File: src/rtl/blue_pkg.sv
// rtl/blue_pkg.sv - shared op codes, error codes and FSM states for the Blue sequencer
package blue_pkg;

   // Result-mux select codes
   localparam logic [2:0] OP_ADD  = 3'b100;
   localparam logic [2:0] OP_SUB  = 3'b101;
   localparam logic [2:0] OP_OR   = 3'b110;
   localparam logic [2:0] OP_AND  = 3'b111;
   localparam logic [2:0] OP_XOR  = 3'b000;
   localparam logic [2:0] OP_SHR  = 3'b001;
   localparam logic [2:0] OP_MOV  = 3'b010;
   localparam logic [2:0] OP_EXCH = 3'b011;

   localparam int HALT_BIT = 7;

   localparam logic [1:0] ERR_OK   = 2'b00;
   localparam logic [1:0] ERR_TMO  = 2'b01;
   localparam logic [1:0] ERR_WRAP = 2'b10;

   typedef enum logic [2:0] {
      ST_IDLE  = 3'd0,
      ST_FETCH = 3'd1,
      ST_EXEC  = 3'd2,
      ST_WRITE = 3'd3,
      ST_FIN   = 3'd4
   } state_t;

endpackage

File: src/rtl/blue_seq_ctrl_if.sv
// rtl/blue_seq_ctrl_if.sv - start/done, instruction fetch and datapath control bundle
interface blue_seq_ctrl_if #(
   parameter int PC_W = 4
);
   logic            start;
   logic [PC_W-1:0] start_pc;
   logic            instr_req;
   logic [PC_W-1:0] instr_addr;
   logic            instr_ack;
   logic [7:0]      instr_data;
   logic [2:0]      sel;
   logic            ld_a;
   logic            ld_b;
   logic            busy;
   logic            done;
   logic [1:0]      err;

   // Sequencer side
   modport master (
      input  start, start_pc, instr_ack, instr_data,
      output instr_req, instr_addr, sel, ld_a, ld_b, busy, done, err
   );

   // Environment side: top-level control, instruction ROM, datapath
   modport slave (
      output start, start_pc, instr_ack, instr_data,
      input  instr_req, instr_addr, sel, ld_a, ld_b, busy, done, err
   );
endinterface

File: src/rtl/blue_fetch_tmo.sv
// rtl/blue_fetch_tmo.sv - fetch timeout counter with clear, enable and expire
module blue_fetch_tmo #(
   parameter int TMO_CYC = 15
) (
   input  logic clk,
   input  logic rst_n,
   input  logic clr_i,
   input  logic en_i,
   output logic expire_o
);
   localparam int CW = $clog2(TMO_CYC + 1);

   logic [CW-1:0] cnt_q;

   // Expire on the last allowed fetch cycle so the abort lands after exactly TMO_CYC cycles
   assign expire_o = (cnt_q == CW'(TMO_CYC - 1));

   // Count fetch cycles; saturate at expiry, clear on each new fetch
   always_ff @(posedge clk or negedge rst_n) begin
      if (!rst_n) begin
         cnt_q <= '0;
      end else if (clr_i) begin
         cnt_q <= '0;
      end else if (en_i && !expire_o) begin
         cnt_q <= cnt_q + 1'b1;
      end
   end

endmodule

File: src/rtl/blue_seq_ctrl.sv
// rtl/blue_seq_ctrl.sv - fetch/exec/write sequencer driving the Blue result mux and RA/RB loads
module blue_seq_ctrl
   import blue_pkg::*;
#(
   parameter int PC_W    = 4,
   parameter int TMO_CYC = 15
) (
   input  logic           clk,
   input  logic           rst_n,
   blue_seq_ctrl_if.master bus
);
   state_t          state_q, state_d;
   logic [PC_W-1:0] pc_q, pc_d;
   logic [2:0]      op_q, op_d;
   logic [2:0]      sel_q, sel_d;
   logic [1:0]      err_q, err_d;
   logic            tmo_clr;
   logic            tmo_exp;

   blue_fetch_tmo #(.TMO_CYC(TMO_CYC)) u_tmo (
      .clk      (clk),
      .rst_n    (rst_n),
      .clr_i    (tmo_clr),
      .en_i     (state_q == ST_FETCH),
      .expire_o (tmo_exp)
   );

   // State and datapath registers; sel resets to MOV so RA passes through unchanged
   always_ff @(posedge clk or negedge rst_n) begin
      if (!rst_n) begin
         state_q <= ST_IDLE;
         pc_q    <= '0;
         op_q    <= OP_MOV;
         sel_q   <= OP_MOV;
         err_q   <= ERR_OK;
      end else begin
         state_q <= state_d;
         pc_q    <= pc_d;
         op_q    <= op_d;
         sel_q   <= sel_d;
         err_q   <= err_d;
      end
   end

   // Next-state logic; ack is only looked at in FETCH, where instr_req is high
   always_comb begin
      state_d = state_q;
      pc_d    = pc_q;
      op_d    = op_q;
      sel_d   = sel_q;
      err_d   = err_q;
      tmo_clr = 1'b0;
      case (state_q)
         ST_IDLE: begin
            if (bus.start) begin
               pc_d    = bus.start_pc;
               err_d   = ERR_OK;
               tmo_clr = 1'b1;
               state_d = ST_FETCH;
            end
         end
         ST_FETCH: begin
            if (bus.instr_ack) begin
               op_d = bus.instr_data[2:0];
               if (bus.instr_data[HALT_BIT]) begin
                  state_d = ST_FIN;
               end else begin
                  sel_d   = bus.instr_data[2:0];
                  state_d = ST_EXEC;
               end
            end else if (tmo_exp) begin
               err_d   = ERR_TMO;
               state_d = ST_FIN;
            end
         end
         ST_EXEC: begin
            state_d = ST_WRITE;
         end
         ST_WRITE: begin
            if (pc_q == {PC_W{1'b1}}) begin
               err_d   = ERR_WRAP;
               state_d = ST_FIN;
            end else begin
               pc_d    = pc_q + 1'b1;
               tmo_clr = 1'b1;
               state_d = ST_FETCH;
            end
         end
         ST_FIN: begin
            state_d = ST_IDLE;
         end
         default: begin
            state_d = ST_IDLE;
         end
      endcase
   end

   // Moore outputs: load enables exist only in WRITE, which never repeats back-to-back
   always_comb begin
      bus.instr_req  = (state_q == ST_FETCH);
      bus.instr_addr = pc_q;
      bus.sel        = sel_q;
      bus.ld_a       = (state_q == ST_WRITE) && (op_q != OP_MOV);
      bus.ld_b       = (state_q == ST_WRITE) && ((op_q == OP_MOV) || (op_q == OP_EXCH));
      bus.busy       = (state_q != ST_IDLE);
      bus.done       = (state_q == ST_FIN);
      bus.err        = err_q;
   end

endmodule

File: src/flat_wrapper.sv
// flat-port wrapper written by rule: the top's interface ports become plain ports
module blue_seq_ctrl_flat import blue_pkg::*;
#(
   parameter int PC_W    = 4,
   parameter int TMO_CYC = 15
)
  (clk, rst_n, bus_start, bus_start_pc, bus_instr_ack, bus_instr_data, bus_instr_req, bus_instr_addr, bus_sel, bus_ld_a, bus_ld_b, bus_busy, bus_done, bus_err);
  blue_seq_ctrl_if #(.PC_W(PC_W)) bus_i ();
  input  logic clk;
  input  logic rst_n;
  input wire logic [$bits(bus_i.start)-1:0] bus_start;
  input wire logic [$bits(bus_i.start_pc)-1:0] bus_start_pc;
  input wire logic [$bits(bus_i.instr_ack)-1:0] bus_instr_ack;
  input wire logic [$bits(bus_i.instr_data)-1:0] bus_instr_data;
  output wire logic [$bits(bus_i.instr_req)-1:0] bus_instr_req;
  output wire logic [$bits(bus_i.instr_addr)-1:0] bus_instr_addr;
  output wire logic [$bits(bus_i.sel)-1:0] bus_sel;
  output wire logic [$bits(bus_i.ld_a)-1:0] bus_ld_a;
  output wire logic [$bits(bus_i.ld_b)-1:0] bus_ld_b;
  output wire logic [$bits(bus_i.busy)-1:0] bus_busy;
  output wire logic [$bits(bus_i.done)-1:0] bus_done;
  output wire logic [$bits(bus_i.err)-1:0] bus_err;
  assign bus_i.start = bus_start;
  assign bus_i.start_pc = bus_start_pc;
  assign bus_i.instr_ack = bus_instr_ack;
  assign bus_i.instr_data = bus_instr_data;
  assign bus_instr_req = bus_i.instr_req;
  assign bus_instr_addr = bus_i.instr_addr;
  assign bus_sel = bus_i.sel;
  assign bus_ld_a = bus_i.ld_a;
  assign bus_ld_b = bus_i.ld_b;
  assign bus_busy = bus_i.busy;
  assign bus_done = bus_i.done;
  assign bus_err = bus_i.err;
  blue_seq_ctrl #(.PC_W(PC_W), .TMO_CYC(TMO_CYC)) u_core (.clk(clk), .rst_n(rst_n), .bus(bus_i));
endmodule
File: config.mk
export PLATFORM = sky130hd
export DESIGN_NAME = blue_seq_ctrl_flat
export DESIGN_NICKNAME = d
export VERILOG_FILES = /design/src/rtl/blue_pkg.sv /design/src/rtl/blue_seq_ctrl_if.sv /design/src/rtl/blue_fetch_tmo.sv /design/src/rtl/blue_seq_ctrl.sv /design/src/flat_wrapper.sv
export SDC_FILE = /design/constraint.sdc
export NUM_CORES = 1
export LEC_CHECK = 0
export ABC_AREA = 1
export CAP_MARGIN = 20
export CORE_MARGIN = 2
export CORE_UTILIZATION = 40
export DETAILED_ROUTE_END_ITERATION = 8
export HOLD_SLACK_MARGIN = 0.15
export PLACE_DENSITY = 0.69
export SYNTH_ARGS = -nofsm -noshare
export SYNTH_HDL_FRONTEND = slang
export SYNTH_SLANG_ARGS = --single-unit
File: constraint.sdc
create_clock -name clk -period 1.2 [get_ports clk]
set_input_delay 0.24 -clock clk [delete_from_list [all_inputs] [get_ports clk]]
set_output_delay 0.24 -clock clk [all_outputs]
set_load 0.005 [all_outputs]
## Word level (Yosys, flattened, before mapping)

Cells that the tools add are included.

- Bits in registers: 19
- Bits of input ports: 16
- Logic and storage cells: 58
- Output and inout port bits: 14

- Mux-type cells: 19
- $add $sub $neg: 2
- Bitwise gates (word level): 1
- Reduce and logical (&&, ||, !) cells: 15
- Eq/ne operators: 15

Operators by type and width:

| cell | number |
|---|---|
| 4-bit 2-to-1 mux | 4 |
| 3-bit 2-to-1 mux | 5 |
| 3-bit by 2-bit == test with 1-bit output, second input constant | 4 |
| 3-bit case mux with 4 select lines | 1 |
| 4-bit by 1-bit adder with 4-bit output, second input constant | 2 |
| 4-bit == test, second input constant | 2 |
| 2-bit 2-to-1 mux | 4 |
| 4-bit case mux with 2 select lines | 1 |
| 2-bit inequality test, second input constant | 3 |
| 3-bit by 2-bit inequality test with 1-bit output, second input constant | 2 |
| 2-bit case mux with 3 select lines | 1 |
| 3-bit AND reduction | 2 |
| 3-bit nonzero test | 2 |
| 5-bit AND reduction | 1 |
| 2-bit by 1-bit inequality test with 1-bit output, second input constant | 2 |
| 2-bit AND reduction | 2 |
| 2-bit nonzero test | 2 |
| 3-bit by 1-bit == test with 1-bit output, second input constant | 1 |
| 3-bit == test, second input constant | 1 |
| 1-bit logical AND | 3 |
| 3-bit zero test | 1 |
| 1-bit 2-to-1 mux | 2 |
| 1-bit case mux with 2 select lines | 1 |
| 1-bit zero test | 1 |
| 2 further kinds | 2 |

## Logic depth before layout (Yosys ltp)

Gate-level depths: netlist (run 1).

- Word-level depth: 5
- Depth in mapped cells: 8
- Depth with buffers taken out: 8

## Modules after synthesis

A second synthesis (run 1) with hierarchy kept.

- Cells, all modules: 136
- Area total of the unflattened synthesis: 1,072.3 um^2

By module, submodules not included:

| module | times used | sequential area each (um^2) | cells each | area an instance (um^2) |
|---|---|---|---|---|
| blue_seq_ctrl | 1 | 377.9 | 104 | 823.3 |
| blue_fetch_tmo | 1 | 100.1 | 32 | 249.0 |

## Worst setup path before layout (run 1)

OpenSTA, ideal clock, no wires.

- Path type: reg2reg
- Start: register u_core.pc_q[0], in the netlist u_core.bus.instr_addr[0]
- End: register u_core.pc_q[2], in the netlist u_core.bus.instr_addr[2]
- Data required time: 1.081 ns
- Data arrival time: 1.124 ns
- Cell stages (with the launch flop): 6
- Setup slack: -0.043 ns
- Period minus slack after synthesis: 1.243 ns
- Library setup time: 0.119 ns
- Buffers on the path: 0
- Cell sequence: dfrtp_1 > ha_1 > or2_2 > nand3_1 > nand3_1 > o21a_1

- Longest elaborated chain between the ends: 3
- Elaborated cells between the ends (all ways): 6
- Classes of those cells: add/sub: 1; eq/ne: 2; mux: 2; reduce/logical: 1

RTL lines:

| what | line | source |
|---|---|---|
| from (decl) | blue_seq_ctrl.sv:13 | `logic [PC_W-1:0] pc_q, pc_d;` |
| from (signal assigned) | blue_seq_ctrl.sv:38 | `pc_q <= pc_d;` |
| 4-bit by 1-bit adder with 4-bit output / 4-bit == test (equally long branches) | blue_seq_ctrl.sv:84, blue_seq_ctrl.sv:80 |  |
| 4-bit 2-to-1 mux / 2-bit inequality test (equally long branches) | -- |  |
| 4-bit case mux with 2 select lines / 3-bit AND reduction (equally long branches) | -- |  |

Parallel ways exist; a longest one is shown, timed or not. The select of a mux whose other input is x is not followed.
A chain may end at the register's enable or synchronous reset.

## Worst setup path after layout (run 1)

- Start: register u_core.op_q[1]
- End: output bus_ld_a

- Longest elaborated chain between the ends: 2

RTL lines:

| what | line | source |
|---|---|---|
| from (decl) | blue_seq_ctrl.sv:14 | `logic [2:0] op_q, op_d;` |
| from (signal assigned) | blue_seq_ctrl.sv:39 | `op_q <= op_d;` |
| 3-bit by 2-bit inequality test with 1-bit output | blue_seq_ctrl.sv:103 | `bus.ld_a = (state_q == ST_WRITE) && (op_q != OP_MOV);` |
| 1-bit logical AND | blue_seq_ctrl.sv:103 |  |
| to (decl) | flat_wrapper.sv:18 | `output wire logic [$bits(bus_i.ld_a)-1:0] bus_ld_a;` |

Every way passes these cells.

==> flow_summary.toml, run 1 <==
[run_status]
status = "finished with violations"
violations = "negative setup slack"

[timing]
slew_viol_final = 0
setup_viol = 24
skew_ns = 0.00821
post-route-period-util = 1.30
slew_headroom = 0.872
rsz0062_at_grt = "yes"
max_freq_mhz = 639
setup_slack_ns = -0.366
period_needed_ns = 1.57
tightestPinTransition_ns = 0.191
hold_viol = 0

[place]
io_buffers = 25
place_inst = 206
dp_hpwl_mm = 1.93
place_congestion = 0.830

[cts]
hold_buffers = 0
cts_max_path_buffers = 2
cts_root_buffer = "clkbuf_4"
clkLatencyLatePin_ns = 0.30
cts_tree = "done"
numCtsBuffers = 3
cts_num_sinks = 19
htreeDepth = 1
clkTransAtPathRegs_ns = 0.11

[global_route]
grt_overflow_total = 0
met1_usage = 0.290
grt_max_degree = 20
antenna_found_initial = 0
grt_use_total = 0.247
grt_use_met2 = 0.456
use_met3 = 0.0403
grt_pass1_vias = 1148
grt_pass1_wl_mm = 5.13
top_usage_layer = "met2"

[finish]
area_growth_pct = 97.7
fill_cells = 144
post-route-util = 0.828
fin_cells = 233
layout-drive-gt1-share = 0.571
n_antenna_cell = 0
nets = 223

[worst_setup_path]
crit_required_ns = 0.96
crit_buf_inv = 3
critPathSlowestCell = "dfstp_2"
start_kind = "flop"
path_cells = "inv_2, o31ai_2, inv_1, buf_2"
worstPathMaxFanout = 3
crit_type = "flop to primary output"
crit_family = "flip-flops"
worstPathArrival_ns = 1.33
startpoint = "u_core.op_q[1]$_DFFE_PN1P_"
rr_startpoint = "u_core.state_q[1]$_DFFE_PN0P_"
critPathMaxStageDelay_ns = 0.55
end_kind = "primary output"

[floorplanning]
rows = 18
start_util = 0.419
die_h_um = 54.9
die_w_um = 54.9
io-pin-count = 30
die_area_um2 = 3020
fp.coreArea_um2 = 2480

[yosys]
yosys_register_bits = 19
synth_edf_count = 0
avgSynthCellArea_um2 = 8.04
synth_area_leader_cell = "dfrtp_1"
postSynthCellCount = 129
synth.top_cell.area_share = 0.410
yosys-top-cells-count = "nand2_1 (32), dfrtp_1 (17), nand3_1 (15)"
synth_area_leaders = "dfrtp_1 (41%), nand2_1 (12%), nand3_1 (7.2%)"
synthArstFlopShare = 1.00
synthesis.area_um2 = 1040
synth.most_common_cell = "nand2_1"
ys.flop_type = "dfrtp_1"
syn_nets = 148
yosysSeqAreaShare = 0.461
ys_types = 24
yosys_warnings = 0

[route]
drtPass1Iterations = 4
final_antenna_net_count = 0
drc = 0
vias = 1211
post_drt_wl_per_cell_um = 15.5
wl_mm = 3.62
drtIter0Drc = 16
avgViaCountPerCell = 5.20

[job]
maxCapViolations = 0

[pwr]
pwr_density_cell_nw_per_um2 = 2630
ir_drop_mv = 1.93
p_leak_uw = 0.000964
p_total_uw = 5390

[min_path]
hp-class = "input pin to asynchronous set/reset pin"
## metal layers
metal,part of all wire,vias to the layer above
li1,-,574
met1,0.41,590
met2,0.53,36
met3,0.034,11
met4,0.024,0
met5,0,-
## where the power goes
group | leakage (µW) | internal, µW | switching (µW)
registers | 0.000235 | 933 | 210
logic | 0.000714 | 2040 | 1880
clock network | 0.0000150 | 130 | 202
total | 0.000964 | 3100 | 2290
## kinds of logic after synthesis
logic type | Yosys count | synth area share
simple gates | 73 | 0.341
flops | 19 | 0.461
compound gates | 17 | 0.0929
buf+inv | 16 | 0.0603
fa+ha+maj | 3 | 0.0362
xor+xnor | 1 | 0.00845
## sequential cells by signal, indices dropped and copies added (netlist names)
signal,flops
u_core.bus.instr_addr,4
u_core.op_q,3
u_core.u_tmo.cnt_q,4
u_core.bus.err,2
u_core.state_q,3
u_core.bus.sel,3
## per-stage QoR
step | cell area, µm² | hold WS, ns | worst slack [ns] | TNS (ns)
global route | 2050 | 0.268 | -0.425 | -6.26
global placement | 1510 | 0.455 | -0.307 | -2.95
detailed placement | 1510 | 0.455 | -0.306 | -2.94
floorplan | 1040 | -0.0556 | -0.0197 | -0.0564
finish | 2050 | 0.272 | -0.366 | -4.93
CTS | 1860 | 0.272 | -0.339 | -3.45
## timing repair
| item | in CTS | in global routing |
|---|---|---|
| buffers inserted | 17 | 7 |
| resized for setup | 97 | 48 |
| pin swaps | 14 | 15 |
| setup endpoints to repair | 31 | 30 |
## cell type report
cell class | count | area, µm² | share of cell area
clock buffers | 4 | 26.3 | 0.0128
inverters | 16 | 82.6 | 0.0403
multi-input cells | 94 | 772 | 0.376
flip-flops and latches | 19 | 478 | 0.233
well taps | 30 | 37.5 | 0.0183
repair buffers | 70 | 654 | 0.319
## worst paths after layout
kind | to | cells after the start | slack [ns]
setup reg to reg | u_core.bus.instr_addr[3]$_DFFE_PN0P_ | 10 | -0.30
hold reg to reg | u_core.bus.sel[1]$_DFFE_PN1P_ | 2 | 0.48
max in group asynchronous | u_core.bus.sel[1]$_DFFE_PN1P_ | 2 | 0.71
setup / recovery | bus_ld_a | 4 | -0.37
min in group clk | u_core.bus.sel[1]$_DFFE_PN1P_ | 2 | 0.48
hold / removal | u_core.u_tmo.cnt_q[2]$_DFFE_PN0P_ | 2 | 0.27
## layout by cell type (no fill, tap or decap), types with 2 or more instances in the layout
cell              n
nor2_1            9
o21a_1            2
buf_12            2
o21ai_2           7
inv_2             4
nand3_2           4
buf_2             4
dfrtp_1          17
buf_6            23
clkbuf_4          3
clkdlybuf4s15_1   3
nand3_4           7
clkbuf_2          3
inv_1             8
nand2_8           2
nor2_4            5
nand2_1          21
clkdlybuf4s50_1  11
buf_4            24
ha_4              2
nor3_2            2
nand2_2           8
nand2_4           5
inv_4             2
nand3_1           7
o21ai_1           2
dfstp_2           2
## worst reg2reg max path, cell delays in order, from the launching register on
cell and delay, ns:
dfrtp_1 0.42, buf_6 0.14, buf_6 0.11, nor2_4 0.12
buf_6 0.12, nand3_4 0.08, nand2_8 0.13, clkinv_8 0.08
nor2_4 0.09, nand2_1 0.07, nand2_1 0.07
No activity file was read; power rests on OpenSTA's default activity.
==> run 2: changes to the inputs <==
==> constraint.sdc (replaced) <==
create_clock -name clk -period 1.2 [get_ports clk]
set_input_delay 0.18 -clock clk [delete_from_list [all_inputs] [get_ports clk]]
set_output_delay 0.18 -clock clk [all_outputs]
set_load 0.005 [all_outputs]
==> flow_summary.toml, run 2 (synthesis gave the netlist of run 1 again) <==
[run_status]
status = "finished with violations"
violations = "negative setup slack"

[route]
wl_mm = 3.50
drc = 0
final_antenna_net_count = 0
drtPass1Iterations = 4
post_drt_wl_per_cell_um = 15.6
drtIter0Drc = 14
avgViaCountPerCell = 5.02
vias = 1129

[place]
place_inst = 207
io_buffers = 25
dp_hpwl_mm = 1.94
place_congestion = 0.819
post_dp_cell_area_um2 = 1500

[pwr]
ir_drop_mv = 2.19
combPwrFrac = 0.709
seqPwrFrac = 0.223
internal_power_uw = 2910
p_leak_uw = 0.000899
clkPwrFrac = 0.068
swShare = 0.437
net-switching-power_uw = 2260
pwr_density_cell_nw_per_um2 = 2650

[cts]
cts_tree = "done"
cts_root_buffer = "clkbuf_4"
cts_max_path_buffers = 2
numCtsBuffers = 3
htreeDepth = 1
clkTransAtPathRegs_ns = 0.12
clkLatencyLatePin_ns = 0.32
hold_buffers = 0
cts_num_sinks = 19

[finish]
final_cell_mix = "nand2_1 (25), buf_4 (22), buf_6 (18)"
nets = 215
n_antenna_cell = 0
final_common_cell = "nand2_1"
layout-drive-gt1-share = 0.554
fill_cells = 165
multi_input_area_um2 = 761
area_growth_pct = 87.7
ff_latch_area_um2 = 479
fin_area_um2 = 1950
fin_cells = 225

[timing]
post-route-period-util = 1.24
setup_slack_ns = -0.294
max_freq_mhz = 669
setup_viol = 23
skew_ns = 0.00563
rsz0062_at_grt = "yes"
tightestPinTransition_ns = 0.257
slew_viol_final = 0
period_needed_ns = 1.49
hold_viol = 0
slew_headroom = 0.829

[worst_setup_path]
crit_required_ns = 1.02
end_kind = "primary output"
crit_type = "flop to primary output"
worstPathArrival_ns = 1.31
start_kind = "flop"
worstPathMaxFanout = 3

[global_route]
grt_pass1_wl_mm = 5.26
grt_pass1_vias = 1155
grt_overflow_total = 0
antenna_found_initial = 0
grt_use_total = 0.254
grt_max_degree = 20

[floorplanning]
fp.coreArea_um2 = 2480
rows = 18
io-pin-count = 30
die_h_um = 54.9
start_util = 0.419
die_area_um2 = 3020
die_w_um = 54.9

[min_path]
hp-class = "input pin to asynchronous set/reset pin"

[job]
maxCapViolations = 0
[run 2: power by group through the flow]
stage | logic (µW) | registers [µW] | clock network (µW)
6_report | 3660 | 1150 | 354
5_1_grt | 3920 | 1180 | 385
4_1_cts | 3210 | 1110 | 344
3_5_place_dp | 2230 | 1130 | 0
3_3_place_gp | 2180 | 1120 | 0
2_1_floorplan | 1010 | 1170 | 0
[run 2: cell type report]
class | count | area share
Sequential cell | 19 | 0.246
Multi-Input combinational cell | 94 | 0.391
Tap cell | 30 | 0.0193
Clock inverter | 1 | 0.00257
Inverter | 16 | 0.0411
Timing Repair Buffer | 62 | 0.289
Clock buffer | 3 | 0.0116
[run 2: per-layer routing]
layer  wire [µm]  global-route usage  vias up  part of all wire
met5           0                   0        -                 0
met4          50               0.106        0             0.014
met3         107              0.0457        4             0.031
li1            -                   -      553                 -
met1        1490               0.298      550              0.43
met2        1860               0.454       22              0.53
[run 2: worst paths after layout]
kind / start / endpoint / slack (ns) / cells past startpoint
setup / recovery: u_core.state_q[1]$_DFFE_PN0P_ / bus_ld_b / -0.29 / 6
hold / removal: rst_n / u_core.u_tmo.cnt_q[3]$_DFFE_PN0P_ / 0.18 / 2
setup reg to reg: u_core.state_q[0]$_DFFE_PN0P_ / u_core.bus.instr_addr[1]$_DFFE_PN0P_ / -0.29 / 9
hold reg to reg: u_core.bus.sel[1]$_DFFE_PN1P_ / u_core.bus.sel[1]$_DFFE_PN1P_ / 0.48 / 2
max in group asynchronous: rst_n / u_core.op_q[1]$_DFFE_PN1P_ / 0.75 / 2
min in group clk: bus_instr_data[2] / u_core.op_q[2]$_DFFE_PN0P_ / 0.41 / 3
[run 2: stage by stage]
step                hold WS, ns  total power, µW  utilization  setup TNS [ns]  worst slack [ns]
floorplan                -0.116             2170            -         -0.0564           -0.0197
global placement          0.456             3300        0.606           -2.15            -0.264
detailed placement        0.457             3360        0.606           -2.69            -0.276
CTS                       0.193             4670        0.753           -1.84            -0.272
global route              0.227             5490        0.786           -4.97            -0.357
finish                    0.178             5160        0.786           -3.62            -0.294
[run 2: critical path, stage by stage (launching register included)]
cell	delay [ns]
dfrtp_1	0.40
buf_6	0.12
nand2_4	0.05
nor2_4	0.14
inv_2	0.06
nor3_2	0.10
buf_2	0.13
[run 2: timing repair]
item,4_1_cts,5_1_grt
buffers inserted,12,5
endpoints found under the setup margin,31,28
hold endpoints to repair,0,0
cloned,0,0
pin swaps,16,12
gates resized for setup,110,25
